==> src/rtl/sm_imem_pkg.sv <==
// Shared definitions for the instruction-ROM arbiter: ROM geometry defaults,
// the RISC-V NOP returned for out-of-range fetches, and a one-hot helper.
package sm_imem_pkg;

    localparam int          MAX_CORES        = 8;
    localparam int          DEFAULT_ROM_SIZE = 64;
    localparam int          DEFAULT_ROM_AW   = 6;
    localparam logic [31:0] RV_NOP           = 32'h00000013;

    // Position of the set bit in a one-hot vector (0 when the vector is empty).
    function automatic int unsigned onehot_idx(input logic [MAX_CORES-1:0] vec);
        int unsigned idx;
        idx = 0;
        for (int i = 0; i < MAX_CORES; i++) begin
            if (vec[i]) begin
                idx = i;
            end
        end
        return idx;
    endfunction

endpackage

==> src/rtl/sm_rr_arbiter.sv <==
// Round-robin grant logic. The search starts at rr_ptr and wraps; after a
// grant the pointer moves just past the winner so every requester gets a turn.
module sm_rr_arbiter
    import sm_imem_pkg::*;
#(
    parameter int N_CORES = 4
) (
    input  logic               clk,
    input  logic               rst_n,
    input  logic [N_CORES-1:0] req,
    output logic [N_CORES-1:0] gnt
);

    localparam int PW = (N_CORES > 1) ? $clog2(N_CORES) : 1;

    logic [PW-1:0] rr_ptr;
    logic [PW-1:0] next_ptr;
    logic [PW:0]   idx;
    logic          found;

    // Find the first requester at or after rr_ptr; nothing is granted in reset.
    always_comb begin
        gnt      = '0;
        next_ptr = rr_ptr;
        found    = 1'b0;
        idx      = '0;
        for (int k = 0; k < N_CORES; k++) begin
            idx = {1'b0, rr_ptr} + (PW+1)'(k);
            if (idx >= (PW+1)'(N_CORES)) begin
                idx = idx - (PW+1)'(N_CORES);
            end
            if (!found && rst_n && req[idx[PW-1:0]]) begin
                found              = 1'b1;
                gnt[idx[PW-1:0]]   = 1'b1;
                next_ptr           = (idx == (PW+1)'(N_CORES-1)) ? '0 : PW'(idx + 1'b1);
            end
        end
    end

    // Advance the pointer past the winner; hold it on idle cycles.
    always_ff @(posedge clk) begin
        if (!rst_n) begin
            rr_ptr <= '0;
        end else if (found) begin
            rr_ptr <= next_ptr;
        end
    end

endmodule

==> src/rtl/sm_imem_arbiter.sv <==
// Shares one combinational instruction ROM between N_CORES cores. One fetch is
// granted per cycle; its ROM word is registered and returned a cycle later.
// Optional macro SM_IMEM_BOUNDS_EN: out-of-range fetches return a NOP and set
// a sticky per-core err bit instead of wrapping the address.
module sm_imem_arbiter
    import sm_imem_pkg::*;
#(
    parameter int N_CORES  = 4,
    parameter int ROM_SIZE = DEFAULT_ROM_SIZE,
    parameter int ROM_AW   = DEFAULT_ROM_AW
) (
    input  logic                 clk,
    input  logic                 rst_n,
    input  logic [N_CORES-1:0]   req_valid,
    input  logic [N_CORES*32-1:0] req_addr,
    output logic [N_CORES-1:0]   req_ready,
    output logic [N_CORES-1:0]   rsp_valid,
    output logic [31:0]          rsp_data,
`ifdef SM_IMEM_BOUNDS_EN
    output logic [N_CORES-1:0]   err,
`endif
    output logic [31:0]          mem_a,
    input  logic [31:0]          mem_rd
);

    logic [N_CORES-1:0] gnt;
    logic               any_gnt;
    int unsigned        g;
    logic [31:0]        sel_addr;
    logic [31:0]        rsp_word;
    logic               oob;

    sm_rr_arbiter #(
        .N_CORES (N_CORES)
    ) u_rr (
        .clk   (clk),
        .rst_n (rst_n),
        .req   (req_valid),
        .gnt   (gnt)
    );

    assign req_ready = gnt;
    assign any_gnt   = |gnt;

    // Select the winner's address and form the ROM address and returned word.
    always_comb begin
        g        = onehot_idx(MAX_CORES'(gnt));
        sel_addr = req_addr[32*g +: 32];
        oob      = 1'b0;
        mem_a    = '0;
`ifdef SM_IMEM_BOUNDS_EN
        oob      = (sel_addr >= 32'(ROM_SIZE));
`endif
        if (any_gnt && !oob) begin
            mem_a = 32'(sel_addr[ROM_AW-1:0]);
        end
        rsp_word = oob ? RV_NOP : mem_rd;
    end

`ifndef SM_IMEM_BOUNDS_EN
    logic unused_addr_hi;
    assign unused_addr_hi = ^{sel_addr[31:ROM_AW], oob};
`endif

    // Register the response; data holds on idle cycles, valid drops.
    always_ff @(posedge clk) begin
        if (!rst_n) begin
            rsp_valid <= '0;
            rsp_data  <= '0;
        end else if (any_gnt) begin
            rsp_valid <= gnt;
            rsp_data  <= rsp_word;
        end else begin
            rsp_valid <= '0;
        end
    end

`ifdef SM_IMEM_BOUNDS_EN
    // Sticky per-core flag for fetches beyond the end of the ROM.
    always_ff @(posedge clk) begin
        if (!rst_n) begin
            err <= '0;
        end else if (any_gnt && oob) begin
            err <= err | gnt;
        end
    end
`endif

endmodule

==> config.mk <==
export PLATFORM = sky130hd
export DESIGN_NAME = sm_imem_arbiter
export DESIGN_NICKNAME = d
export VERILOG_FILES = /design/src/rtl/sm_imem_pkg.sv /design/src/rtl/sm_rr_arbiter.sv /design/src/rtl/sm_imem_arbiter.sv
export SDC_FILE = /design/constraint.sdc
export NUM_CORES = 1
export LEC_CHECK = 0
export BUFFER_PORTS_ARGS = -buffer_cell sky130_fd_sc_hd__buf_2
export CAP_MARGIN = 10
export CORE_ASPECT_RATIO = 1.75
export CORE_MARGIN = 10
export CORE_UTILIZATION = 35
export CTS_CLUSTER_DIAMETER = 60
export CTS_CLUSTER_SIZE = 14
export DETAILED_ROUTE_END_ITERATION = 8
export PLACE_DENSITY = 0.79
export SLEW_MARGIN = 20
export SYNTH_ARGS = -nofsm -noshare
export SYNTH_HDL_FRONTEND = slang
export SYNTH_HIERARCHICAL = 1
export SYNTH_SLANG_ARGS = --single-unit
==> constraint.sdc <==
create_clock -name clk -period 3.9 [get_ports clk]
set_clock_uncertainty 0.1 [all_clocks]
set_input_delay 0.39 -clock clk [delete_from_list [all_inputs] [get_ports clk]]
set_output_delay 0.39 -clock clk [all_outputs]
set_load 0.01 [all_outputs]
# Word-level counts from Yosys, hierarchy flattened
# Cells that the tools add are included.
[op_classes]
div = 0
eq_ne = 4
bitwise = 3
order_cmp = 12
n_addsub = 11
n_mul = 0
n_shift = 1
reduce_logical = 18
mux = 40
[ops]
columns = ["op", "count"]
rows = [
  ["$shiftx 128x33->6", 1],
  ["$mux 27", 1],
  ["$mux 2", 9],
  ["$mux 4", 4],
  ["$mux 1", 13],
  ["$eq 3x2->1 const B", 4],
  ["$lt 2x3->1 const B", 4],
  ["$mux 3", 4],
  ["$or 4x4->4", 3],
  ["$logic_and 1x1->1", 11],
  ["$ge 3x3->1 const B", 3],
  ["$sub 3x3->3 const B", 3],
  ["$add 2x1->2 const B", 4],
  ["$bmux 1 s2", 4],
  ["$demux 1 s2", 4],
  ["$ge 2x1->1 const B", 4],
  ["$add 2x2->3 const B", 2],
  ["$mux 6", 1],
  ["$reduce_and 2->1", 2],
  ["$reduce_bool 4->1", 1],
  ["$reduce_or 4->1", 1],
  ["$add 2x1->3 const B", 1],
  ["$ge 2x3->1 const B", 1],
  ["$logic_not 1->1", 3],
  ["$sub 2x3->3 const B", 1],
]
[totals]
ram_bits = 0
latch_bits = 0
output_inout_bits = 72
word_cells = 92
inputBits = 166
memories = 0
ff_bits = 38
rom_bits = 0

# Logic depth before layout (Yosys ltp)
# Gate-level depths: netlist of run 1.
[logic_depth]
ltp_word = 23
ltp_mapped = 14
mapped_depth_nobuf = 10

# Modules after synthesis
# The synthesis of run 1 kept the hierarchy.
[by_module_without_submodules]
columns = ["module", "area_per_inst_um2", "seq_area_each_um2", "cells_each", "n_inst"]
rows = [
  ["sm_imem_arbiter", 1650.3, 720.7, 201, 1],
  ["sm_rr_arbiter", 609.3, 40.0, 75, 1],
]

# Least setup slack after synthesis of run 1
# Ideal clock, no wire load.
[synth_timing]
kind = "register to output"
start = "reg u_rr.rr_ptr[0]"
end = "out mem_a[0]"
path_stages_with_launch = 13
slack_ns = 0.308
required_ns = 3.410
arrival_time_ns = 3.102
n_path_buf = 2
path_cell_list = "dfxtp_1 > buf_2 > inv_1 > ha_1 > mux4_2 > nor2b_2 > a22oi_1 > nor2b_1 > a221o_1 > clkbuf_1 > nor2_1 > o21ai_0 > o21ai_0"
[synth_via]
word_cells_on_any_way = 69
classes_between = "7 x add/sub; 12 x order compare; 1 x shift; 31 x mux; 3 x bitwise; 15 x reduce/logical"
[synth_rtl]
columns = ["element", "line", "rtl"]
rows = [
  ["from (decl)", "sm_rr_arbiter.sv:16", "logic [PW-1:0] rr_ptr;"],
  ["from (signal assigned)", "sm_rr_arbiter.sv:45", "rr_ptr <= next_ptr;"],
  ["parallel branches: the longest is 17 deep, another holds $add 2x1->3", "-", ""],
  ["$mux 4 (*)", "sm_rr_arbiter.sv:32", "if (!found && rst_n && req[idx[PW-1:0]]) begin"],
  ["net req_ready[3]", "sm_imem_arbiter.sv:16", "output logic [N_CORES-1:0] req_ready,"],
  ["$mux 27", "sm_imem_pkg.sv:15", "if (vec[i]) begin"],
  ["$shiftx 128x33->6", "sm_imem_arbiter.sv:48", "sel_addr = req_addr[32*g +: 32];"],
  ["$mux 6 (*)", "sm_imem_arbiter.sv:54", "if (any_gnt && !oob) begin"],
  ["to (decl)", "sm_imem_arbiter.sv:22", "output logic [31:0] mem_a,"],
]
# Mark *: on every way through the listed nets, which the timed path passes. The select of a mux whose other input is x is not followed.

# Worst setup path after layout of run 1
[layout_timing]
start = "reg u_rr.rr_ptr[0]"
end = "out mem_a[4]"
[layout_via]
elab_chain_len = 23
word_cells_on_any_way = 69
classes_between = "7 x add/sub; 12 x order compare; 1 x shift; 31 x mux; 3 x bitwise; 15 x reduce/logical"
[layout_rtl]
columns = ["element", "line"]
rows = [
  ["parallel branches: the longest is 17 deep, another holds $add 2x1->3", "-"],
  ["$mux 4 (*)", "sm_rr_arbiter.sv:32"],
  ["$mux 1", "sm_imem_pkg.sv:15"],
  ["$mux 2", "sm_imem_pkg.sv:15"],
  ["$mux 27", "sm_imem_pkg.sv:15"],
  ["$shiftx 128x33->6", "sm_imem_arbiter.sv:48"],
  ["$mux 6 (*)", "sm_imem_arbiter.sv:54"],
]
# Mark *: on every way between the ends. The select of a mux whose other input is x is not followed.

==> results of run 1 <==
placed cells by master, fill, tap and decap left out, drive strengths merged, types with 3 or more instances in the layout:
master	instances
nand2b	3
nor3	3
nand2	34
a221o	4
inv	3
a21oi	3
nor2	3
nor2b	10
nand3	33
buf	114
mux2i	11
ha	5
and2	6
clkbuf	5
conb	26
a22oi	10
o21ai	44
dfxtp	38
Yosys cell counts:
cell / count
nor3b_1: 2
a221o_1: 4
o21ai_1: 12
nor3_1: 3
buf_6: 6
nor2b_2: 1
clkbuf_2: 3
nand2_1: 34
o211a_1: 1
a221oi_2: 1
buf_4: 27
and2_1: 5
mux2_2: 1
dfxtp_1: 38
a31oi_1: 1
nand3_1: 33
inv_1: 3
a22oi_1: 10
clkbuf_1: 10
o22ai_1: 1
o21ai_0: 32
a21oi_1: 3
o31ai_1: 1
nor2_1: 3
o211ai_1: 1
a21o_1: 1
nand2b_1: 3
a32oi_1: 1
ha_1: 5
mux2i_1: 11
buf_2: 2
and3b_1: 1
nand4_1: 1
and2_4: 1
conb_1: 1
mux4_2: 2
nor2b_1: 9
nor4_4: 1
a2bb2oi_1: 1
logic make-up after synthesis:
logic type	after synthesis	share of synthesized area, %
other	1	0.1660
AOI/OAI and AO/OA	70	18.94
muxes	14	7.364
DFF	38	33.67
adders and majority gates	5	2.769
and+or+nand+nor	97	21.87
buffers and inverters	51	15.23
power breakdown:
group          total (uW)  internal [uW]  switching, uW
clock                 339            190            148
sequential            629            559           70.1
combinational        1270            504            767
through the flow:
step	hold WS, ns	cell area, sq um	worst slack (ns)
2_1_floorplan	0.3810	2354	0.3084
3_3_place_gp	0.3400	2721	0.4604
3_5_place_dp	0.3451	2721	0.3735
4_1_cts	0.2145	2835	0.02782
5_1_grt	0.2231	2844	0.05578
6_report	0.2250	2844	0.2273
area by class of cell:
class,count,area (sq um)
fill,613,3385
clock buffer,5,68.82
clock inverter,3,45.04
timing repair buffer,114,600.6
sequential,38,760.7
tap,80,100.1
multi-input combinational,212,1257
inverter,3,11.26
registers in the layout (all words and copies together), names as in the netlist:
signal and count:
rsp_data 32, rsp_valid 4, u_rr/rr_ptr 2
metal layers:
layer | track usage [%] | routed length [um]
met5 | 0 | 0
met4 | 2.764 | 52
met3 | 5.446 | 711
met2 | 21.52 | 3247
met1 | 14.42 | 2788
worst register-to-register path, cell delays in order (launching register included):
cell and delay [ns]:
dfxtp_1 0.33, inv_1 0.08, ha_1 0.33, mux4_2 0.58, nor2b_2 0.22, a22oi_1 0.20, nor2b_1 0.08, a221o_2 0.44
nor4_4 0.23, buf_12 0.27, nand3_1 0.14, o21ai_1 0.10
how the worst min path moves through the flow:
stage	startpoint	endpoint	slack [ns]	cells after the start
2_1_floorplan	rsp_data[18]	rsp_data[18]	0.38	2
3_3_place_gp	rsp_data[23]	rsp_data[23]	0.34	2
3_5_place_dp	rsp_data[22]	rsp_data[22]	0.35	2
4_1_cts	mem_rd[26]	rsp_data[26]	0.21	3
5_1_grt	mem_rd[20]	rsp_data[20]	0.22	3
6_report	mem_rd[27]	rsp_data[27]	0.23	3
==> results.yml, run 1 <==
run:
  number_of_max_capacitance_violations_reported: 0
drt:
  wl_um: 6798
  drt_first_iter_violations: 101
  drcViolationCount: 0
  vias_per_cell: 4.941
  post_drt_wl_per_cell_um: 14.94
  detailed_router_iteration_count_before_antenna_repair: 5
  routed-via-count: 2248
  route.antenna.remaining_nets: 0
cts:
  cts.hold.buffers_added: 0
  clk_latency_ns: 0.29
  cts.clk_slew.worst_paths_ns: 0.08
  post_cts_resize_count: 0
  clock_tree.buffer_depth: 2
  htreeDepth: 2
  root_buffer: "clkbuf_8"
  postCtsSetupBuffers: 0
  clock-sinks: 38
  tritoncts: "yes"
  total_clock_buffers_created_by_cts: 5
power:
  power.density_nw_per_um2: 787.4
  worst_vdd_ir_uv: 1006
  power_leakage_uw: 0.001362
  total_power_uw: 2239
yosys:
  synthDistinctLibCells: 39
  synth-seq-area-share_pct: 33.67
  synth_top_area_share_pct: 33.67
  synth_top_area_cell: "dfxtp_1"
  synth.yosys.warnings: 6
  syn-instance-count: 276
  avgSynthCellArea_sq_um: 8.187
  synth.ff_latch_count: 38
  ys_top_cells_by_area: "dfxtp_1 (34%), buf_4 (9.0%), nand3_1 (7.3%)"
  post_synth_instance_area_sq_um: 2260
place:
  dp.cells: 447
  place.gp.congestion: 0.8471
  port_buffers: 107
  dp_hpwl_um: 5473
worst_setup_path:
  r2r.worst_path.cells: 11
  timing.critical_path.slowest_cell_delay_ns: 0.58
  cp_num_cells: 11
  crit_start: "u_rr/rr_ptr[0]"
  regToRegSetupSlack_ns: 0.74
  type_of_the_worst_setup_path: "flip-flop to output pin"
  worst_r2r_endpoint: "rsp_data[23]"
  cp_top_family: "compound AO/OA/AOI/OAI gates"
  critPathLaunchType: "flip-flop"
  cp_max_fo: 11
  sort_of_element_at_the_end_of_the_critical_path: "output pin"
  worstPathCellList: "inv_1, ha_1, mux4_2, nor2b_2, a22oi_1, nor2b_1, a221o_2, nor2_1, o21ai_1, o21ai_0, buf_2"
  cp_slowest_cell: "mux4_2"
  critical_path_required_ns: 3.41
  timing.critical_path.to: "mem_a[4]"
  regToRegStartpoint: "u_rr/rr_ptr[0]"
  critPathBufInv: 2
  worst-endpoint-arrival_ns: 3.18
final_layout:
  final_layout_size_suffix_gt1_share_pct: 34.93
  area_growth_pct: 25.86
  layoutNonFillerInstCount: 455
  finish.net_count: 545
  fin_util_pct: 45.66
  diodes: 0
timing:
  grt_setup_unrepaired: "no"
  finalWorstPathRequiredPeriod_ns: 3.673
  timing_max_transition_violations_final: 0
  hold_violations_final: 0
  setup_total_negative_slack_ns: 0
  fin_crit_sh_pct: 94.17
  setup-violations-final: 0
  max_clock_freq_mhz: 272.3
grt:
  grt_pass1_vias: 2236
  grt_use_total_pct: 12.76
  grt_max_degree: 65
  grt_first_pass_wirelength_um: 10740
  initial_antenna_violation_count: 0
  grt.overflow.total: 0
floorplan:
  ios: 238
  core_area_sq_um: 6228
  fp-row-count: 38
  fp.dieArea_sq_um: 10200
  initial_core_util_pct: 36.28
  die-height_um: 126.3
  die_w_um: 80.74
outcome:
  outcome: "completed"
hold_path:
  min_delay_path_class: "primary input to flip-flop"
(Power assumes the default switching activity.)
==> run 2, diff against run 1 <==
Settings changed: CTS_BUF_LIST set to sky130_fd_sc_hd__clkbuf_16.
==> results.yml, run 2 (synthesis results as in run 1) <==
floorplan:
  die_w_um: 80.74
  die-height_um: 126.3
  core_area_sq_um: 6228
  ios: 238
  initial_core_util_pct: 36.28
  fp.dieArea_sq_um: 10200
  fp-row-count: 38
worst_setup_path:
  cp_max_fo: 11
  type_of_the_worst_setup_path: "flip-flop to output pin"
  critPathLaunchType: "flip-flop"
  regToRegSetupSlack_ns: 0.76
  sort_of_element_at_the_end_of_the_critical_path: "output pin"
  critical_path_required_ns: 3.41
  worst-endpoint-arrival_ns: 3.17
final_layout:
  post_layout_inst_area_sq_um: 2895
  final_common_cell: "buf_2"
  commonest_non_fill_non_tap_cells_in_the_layout: "buf_2 (107), dfxtp_1 (38), nand2_1 (34)"
  area_growth_pct: 28.13
  layoutNonFillerInstCount: 455
  largest_registers: "rsp_data: 32 flops, rsp_valid: 4 flops, u_rr/rr_ptr: 2 flops"
  final_layout_size_suffix_gt1_share_pct: 34.93
  diodes: 0
  top_register: "rsp_data"
  largest_register_ffs: 32
  finish.net_count: 545
cts:
  total_clock_buffers_created_by_cts: 5
  tritoncts: "yes"
  clock_tree.buffer_depth: 2
  clk_latency_ns: 0.28
  cts.clk_slew.worst_paths_ns: 0.06
  cts.hold.buffers_added: 0
  root_buffer: "clkbuf_16"
  clock-sinks: 38
  htreeDepth: 2
power:
  switching_share_pct: 42.19
  fraction_of_power_consumed_by_the_clock_network_pct: 19.6
  worst_vdd_ir_uv: 995.6
  total_power_uw: 2356
  power_leakage_uw: 0.001386
  power.sequential.fraction_pct: 26.7
  p_sw_uw: 993.9
  power.density_nw_per_um2: 813.7
  combinationalPowerShare_pct: 53.7
  internal_power_uw: 1362
place:
  dp.cells: 447
  dp_hpwl_um: 5473
  post_dp_cell_area_sq_um: 2721
  place.gp.congestion: 0.8471
  port_buffers: 107
  place_ws_ns: 0.3735
grt:
  grt_first_pass_wirelength_um: 10780
  top_usage_layer: "met2"
  grt_use_total_pct: 12.86
  grt_pass1_vias: 2232
  initial_antenna_violation_count: 0
  global_route.usage.met1_pct: 14.46
  global_route.usage.met3_pct: 5.446
  grt_max_degree: 65
  grtUsageMet2_pct: 21.52
  grt.overflow.total: 0
timing:
  finalWorstPathRequiredPeriod_ns: 3.657
  setup_total_negative_slack_ns: 0
  hold_violations_final: 0
  max_clock_freq_mhz: 273.4
  fin_crit_sh_pct: 93.78
  setup_slack_ns: 0.2426
  setup-violations-final: 0
  grt_setup_unrepaired: "no"
  timing_max_transition_violations_final: 0
outcome:
  outcome: "completed"
drt:
  wl_um: 6778
  detailed_router_iteration_count_before_antenna_repair: 4
  routed-via-count: 2239
  drcViolationCount: 0
  post_drt_wl_per_cell_um: 14.90
  route.antenna.remaining_nets: 0
  vias_per_cell: 4.921
  drt_first_iter_violations: 114
run:
  number_of_max_capacitance_violations_reported: 0
hold_path:
  min_delay_path_class: "primary input to flip-flop"
## run 2: stage by stage
step | hold WS, ns | utilization [%]
CTS | 0.2329 | 46.42
detailed placement | 0.3451 | 43.69
finish | 0.2383 | 46.48
floorplan | 0.3810 | -
global route | 0.2449 | 46.48
global placement | 0.3400 | 43.69
## run 2: worst paths after layout
path	startpoint	to	cells after the start
worst max-delay path	u_rr/rr_ptr[1]	mem_a[3]	11
worst min-delay path	mem_rd[22]	rsp_data[22]	3
worst max register to register	u_rr/rr_ptr[1]	rsp_data[23]	11
worst min register to register	rsp_data[22]	rsp_data[22]	2
## run 2: area by class of cell
| class | count | area [sq um] |
|---|---|---|
| fillers | 611 | 3333 |
| repair buffers | 114 | 600.6 |
| inverters | 3 | 11.26 |
| clock inverters | 3 | 45.04 |
| well taps | 80 | 100.1 |
| flip-flops and latches | 38 | 760.7 |
| multi-input cells | 212 | 1252 |
| clock buffers | 5 | 125.1 |
## run 2: critical path: stages (launching register included)
cell,delay (ns)
dfxtp_1,0.33
inv_1,0.09
ha_1,0.33
mux4_2,0.58
nor2b_2,0.22
a22oi_1,0.19
nor2b_1,0.08
a221o_2,0.43
nor2b_2,0.28
a22oi_1,0.12
o21ai_0,0.09
buf_2,0.16
## run 2: what timing repair did
item / 4_1_cts / 5_1_grt
buffers inserted: 0 / 0
resized for setup: 0 / 4
setup endpoints to repair: 0 / 6
## run 2: power groups by stage
stage | clock network [uW] | logic (uW) | registers (uW)
floorplan | 0 | 802 | 731
global placement | 0 | 1230 | 630
detailed placement | 0 | 1270 | 639
CTS | 475 | 1270 | 632
global route | 494 | 1400 | 650
finish | 462 | 1260 | 630
## run 2: metal layers
layer	routed length, um	vias up	share of wire (%)
met4	78	0	1.2
li1	-	1110	-
met2	3238	112	48
met3	696	10	10
met5	0	-	0
met1	2764	1007	41
==> run 3, diff against run 2 <==
Settings changed: CORE_AREA set to 2 2 91 93, CORE_ASPECT_RATIO 1.75 to not set, CORE_MARGIN 10 to not set, CORE_UTILIZATION 35 to not set, DIE_AREA set to 0 0 93 95, PLACE_DENSITY 0.79 to 0.67, SYNTH_HIERARCHICAL 1 to not set.
==> results.yml, run 3 <==
worst_setup_path:
  cp_max_fo: 10
  crit_start: "u_rr.rr_ptr[0]"
  critPathLaunchType: "flip-flop"
  timing.critical_path.to: "mem_a[0]"
  critical_path_required_ns: 3.41
  worstPathCellList: "inv_1, ha_1, mux4_2, nor2_1, and3_2, a221o_1, o211ai_1, o211ai_1, buf_2"
  cp_num_cells: 9
  regToRegStartpoint: "u_rr.rr_ptr[0]"
  cp_top_family: "compound AO/OA/AOI/OAI gates"
  worst_r2r_endpoint: "rsp_data[7]"
  worst-endpoint-arrival_ns: 3.14
  critPathMostFrequentCell: "o211ai_1"
  timing.critical_path.slowest_cell_delay_ns: 0.63
  r2r.worst_path.cells: 9
  cp_slowest_cell: "mux4_2"
  critPathBufInv: 2
  regToRegSetupSlack_ns: 0.72
  sort_of_element_at_the_end_of_the_critical_path: "output pin"
  type_of_the_worst_setup_path: "flip-flop to output pin"
yosys:
  avgSynthCellArea_sq_um: 8.887
  post_synth_instance_area_sq_um: 2328
  synth.yosys.warnings: 0
  syn-instance-count: 262
  synth_async_sr_flop_share_pct: 0
  ys_top_cells_by_area: "dfxtp_1 (33%), mux2i_1 (17%), buf_4 (8.4%)"
  synth.ff_latch_count: 38
  synth_top_area_cell: "dfxtp_1"
  yosys-top-cells-count: "nand2_1 (45), mux2i_1 (39), dfxtp_1 (38), inv_1 (37), buf_4 (26)"
  post-synth-top-count-cell: "nand2_1"
  synth_top_area_share_pct: 32.67
  synth_enable_flop_cells: 0
  synthDistinctLibCells: 36
  synth-seq-area-share_pct: 32.67
  synth_ff_type: "dfxtp_1"
grt:
  initial_antenna_violation_count: 0
  grt_pass1_vias: 1862
  grt.overflow.total: 0
  grt_use_total_pct: 11.46
  grt_max_degree: 33
  grt_first_pass_wirelength_um: 8231
floorplan:
  fp.dieArea_sq_um: 8835
  ios: 238
  initial_core_util_pct: 29.37
  core_area_sq_um: 7928
  fp-row-count: 33
  die_w_um: 93
  die-height_um: 95
final_layout:
  final_layout_size_suffix_gt1_share_pct: 36.73
  largest_register_ffs: 32
  area_growth_pct: 30.20
  finish.net_count: 545
  layoutNonFillerInstCount: 478
  commonest_non_fill_non_tap_cells_in_the_layout: "buf_2 (107), nand2_1 (45), mux2i_1 (39)"
  fillers: 822
  top_register: "rsp_data"
  final_common_cell: "buf_2"
  diodes: 0
  largest_registers: "rsp_data: 32 flops, rsp_valid: 4 flops, u_rr.rr_ptr: 2 flops"
cts:
  total_clock_buffers_created_by_cts: 5
  clk_latency_ns: 0.27
  tritoncts: "yes"
  clock-sinks: 38
  clock_tree.buffer_depth: 2
  root_buffer: "clkbuf_16"
  cts.clk_slew.worst_paths_ns: 0.06
  htreeDepth: 2
drt:
  detailed_router_iteration_count_before_antenna_repair: 4
  routed-via-count: 2036
  drcViolationCount: 0
  wl_um: 5262
  drt_first_iter_violations: 71
  post_drt_wl_per_cell_um: 11.01
  route.antenna.remaining_nets: 0
  vias_per_cell: 4.259
hold_path:
  min_delay_path_class: "primary input to flip-flop"
  holdPathStages: 3
power:
  power_leakage_uw: 0.001686
  worst_vdd_ir_uv: 348.0
  total_power_uw: 2344
  power.density_nw_per_um2: 773.2
place:
  dp.cells: 468
  dp_hpwl_um: 4112
  place.gp.congestion: 0.7489
  port_buffers: 107
timing:
  max_clock_freq_mhz: 275.8
  timing_max_transition_violations_final: 0
  hold_violations_final: 0
  fin_crit_sh_pct: 92.97
  hold-worst-slack_ns: 0.2439
  finalWorstPathRequiredPeriod_ns: 3.626
  setup_total_negative_slack_ns: 0
  grt_setup_unrepaired: "no"
  setup-violations-final: 0
outcome:
  outcome: "completed"
run:
  number_of_max_capacitance_violations_reported: 0
## run 3: cell types whose count changed in the layout (fill, tap and decap cells not counted), moves of 11 or more
cell / delta
o21ai_1: -14
inv_1: +34
o21ai_0: -28
nand3_1: -27
mux2i_1: +28
nand2_1: +11
## run 3: what timing repair did
action / 4_1_cts / 5_1_grt
hold buffers: 0 / 0
buffers inserted: 0 / 2
endpoints found under the hold margin: 0 / 0
setup endpoints to repair: 0 / 5
resized for setup: 0 / 1
## run 3: final cells by class
type                    instances  area, sq um  area share, %
clock buffers                   5        125.1          4.127
clock inverters                 3        16.27         0.5365
inverters                      39        146.4          4.829
multi-input cells             172         1236          40.78
flip-flops and latches         38        760.7          25.09
well taps                     105        131.4          4.333
repair buffers                116        615.6          20.31
## run 3: cells by family after synthesis
| kind of cell | share of synthesized area (%) |
|---|---|
| adder cells (fa/ha/maj) | 3.761 |
| flip-flops | 32.67 |
| other | 0.1610 |
| XOR/XNOR | 0.3762 |
| buffers and inverters | 18.32 |
| AO/OA/AOI/OAI | 9.994 |
| AND/OR/NAND/NOR | 13.60 |
| multiplexers | 21.12 |
## run 3: worst register-to-register path: stages (launching register included)
cell	delay, ns
dfxtp_1	0.33
inv_1	0.09
ha_1	0.37
mux4_2	0.48
and3b_1	0.31
a221o_1	0.43
buf_4	0.18
nor4_4	0.30
buf_12	0.27
mux2i_1	0.25
## run 3: power by group
part / internal, uW / switching, uW / total (uW)
combinational: 628 / 696 / 1320
clock: 233 / 154 / 387
sequential: 563 / 70.0 / 633
## run 3: worst min-delay path by stage
stage	slack [ns]	from	to
after detailed placement	0.35	rsp_data[30]	rsp_data[30]
after floorplan	0.38	rsp_data[0]	rsp_data[0]
after CTS	0.24	mem_rd[16]	rsp_data[16]
after global routing	0.25	mem_rd[12]	rsp_data[12]
after global placement	0.34	rsp_data[4]	rsp_data[4]
final	0.24	mem_rd[16]	rsp_data[16]
## run 3: routing by layer
| layer | GRT usage (%) | part of all wire, % | vias up | routed length [um] |
|---|---|---|---|---|
| li1 | - | - | 1030 | - |
| met1 | 12.45 | 41 | 914 | 2147 |
| met2 | 21.01 | 48 | 90 | 2537 |
| met3 | 4.549 | 11 | 2 | 561 |
| met4 | 2.574 | 0.30 | 0 | 16 |
| met5 | 0 | 0 | - | 0 |
## run 3: stage by stage
step	utilization (%)	area, sq um	worst slack (ns)
after floorplan	-	2422	0.5475
after global placement	36.25	2874	0.4775
after detailed placement	36.25	2874	0.4131
after CTS	38.04	3015	0.1082
after global routing	38.24	3032	0.05865
final	38.24	3032	0.2740
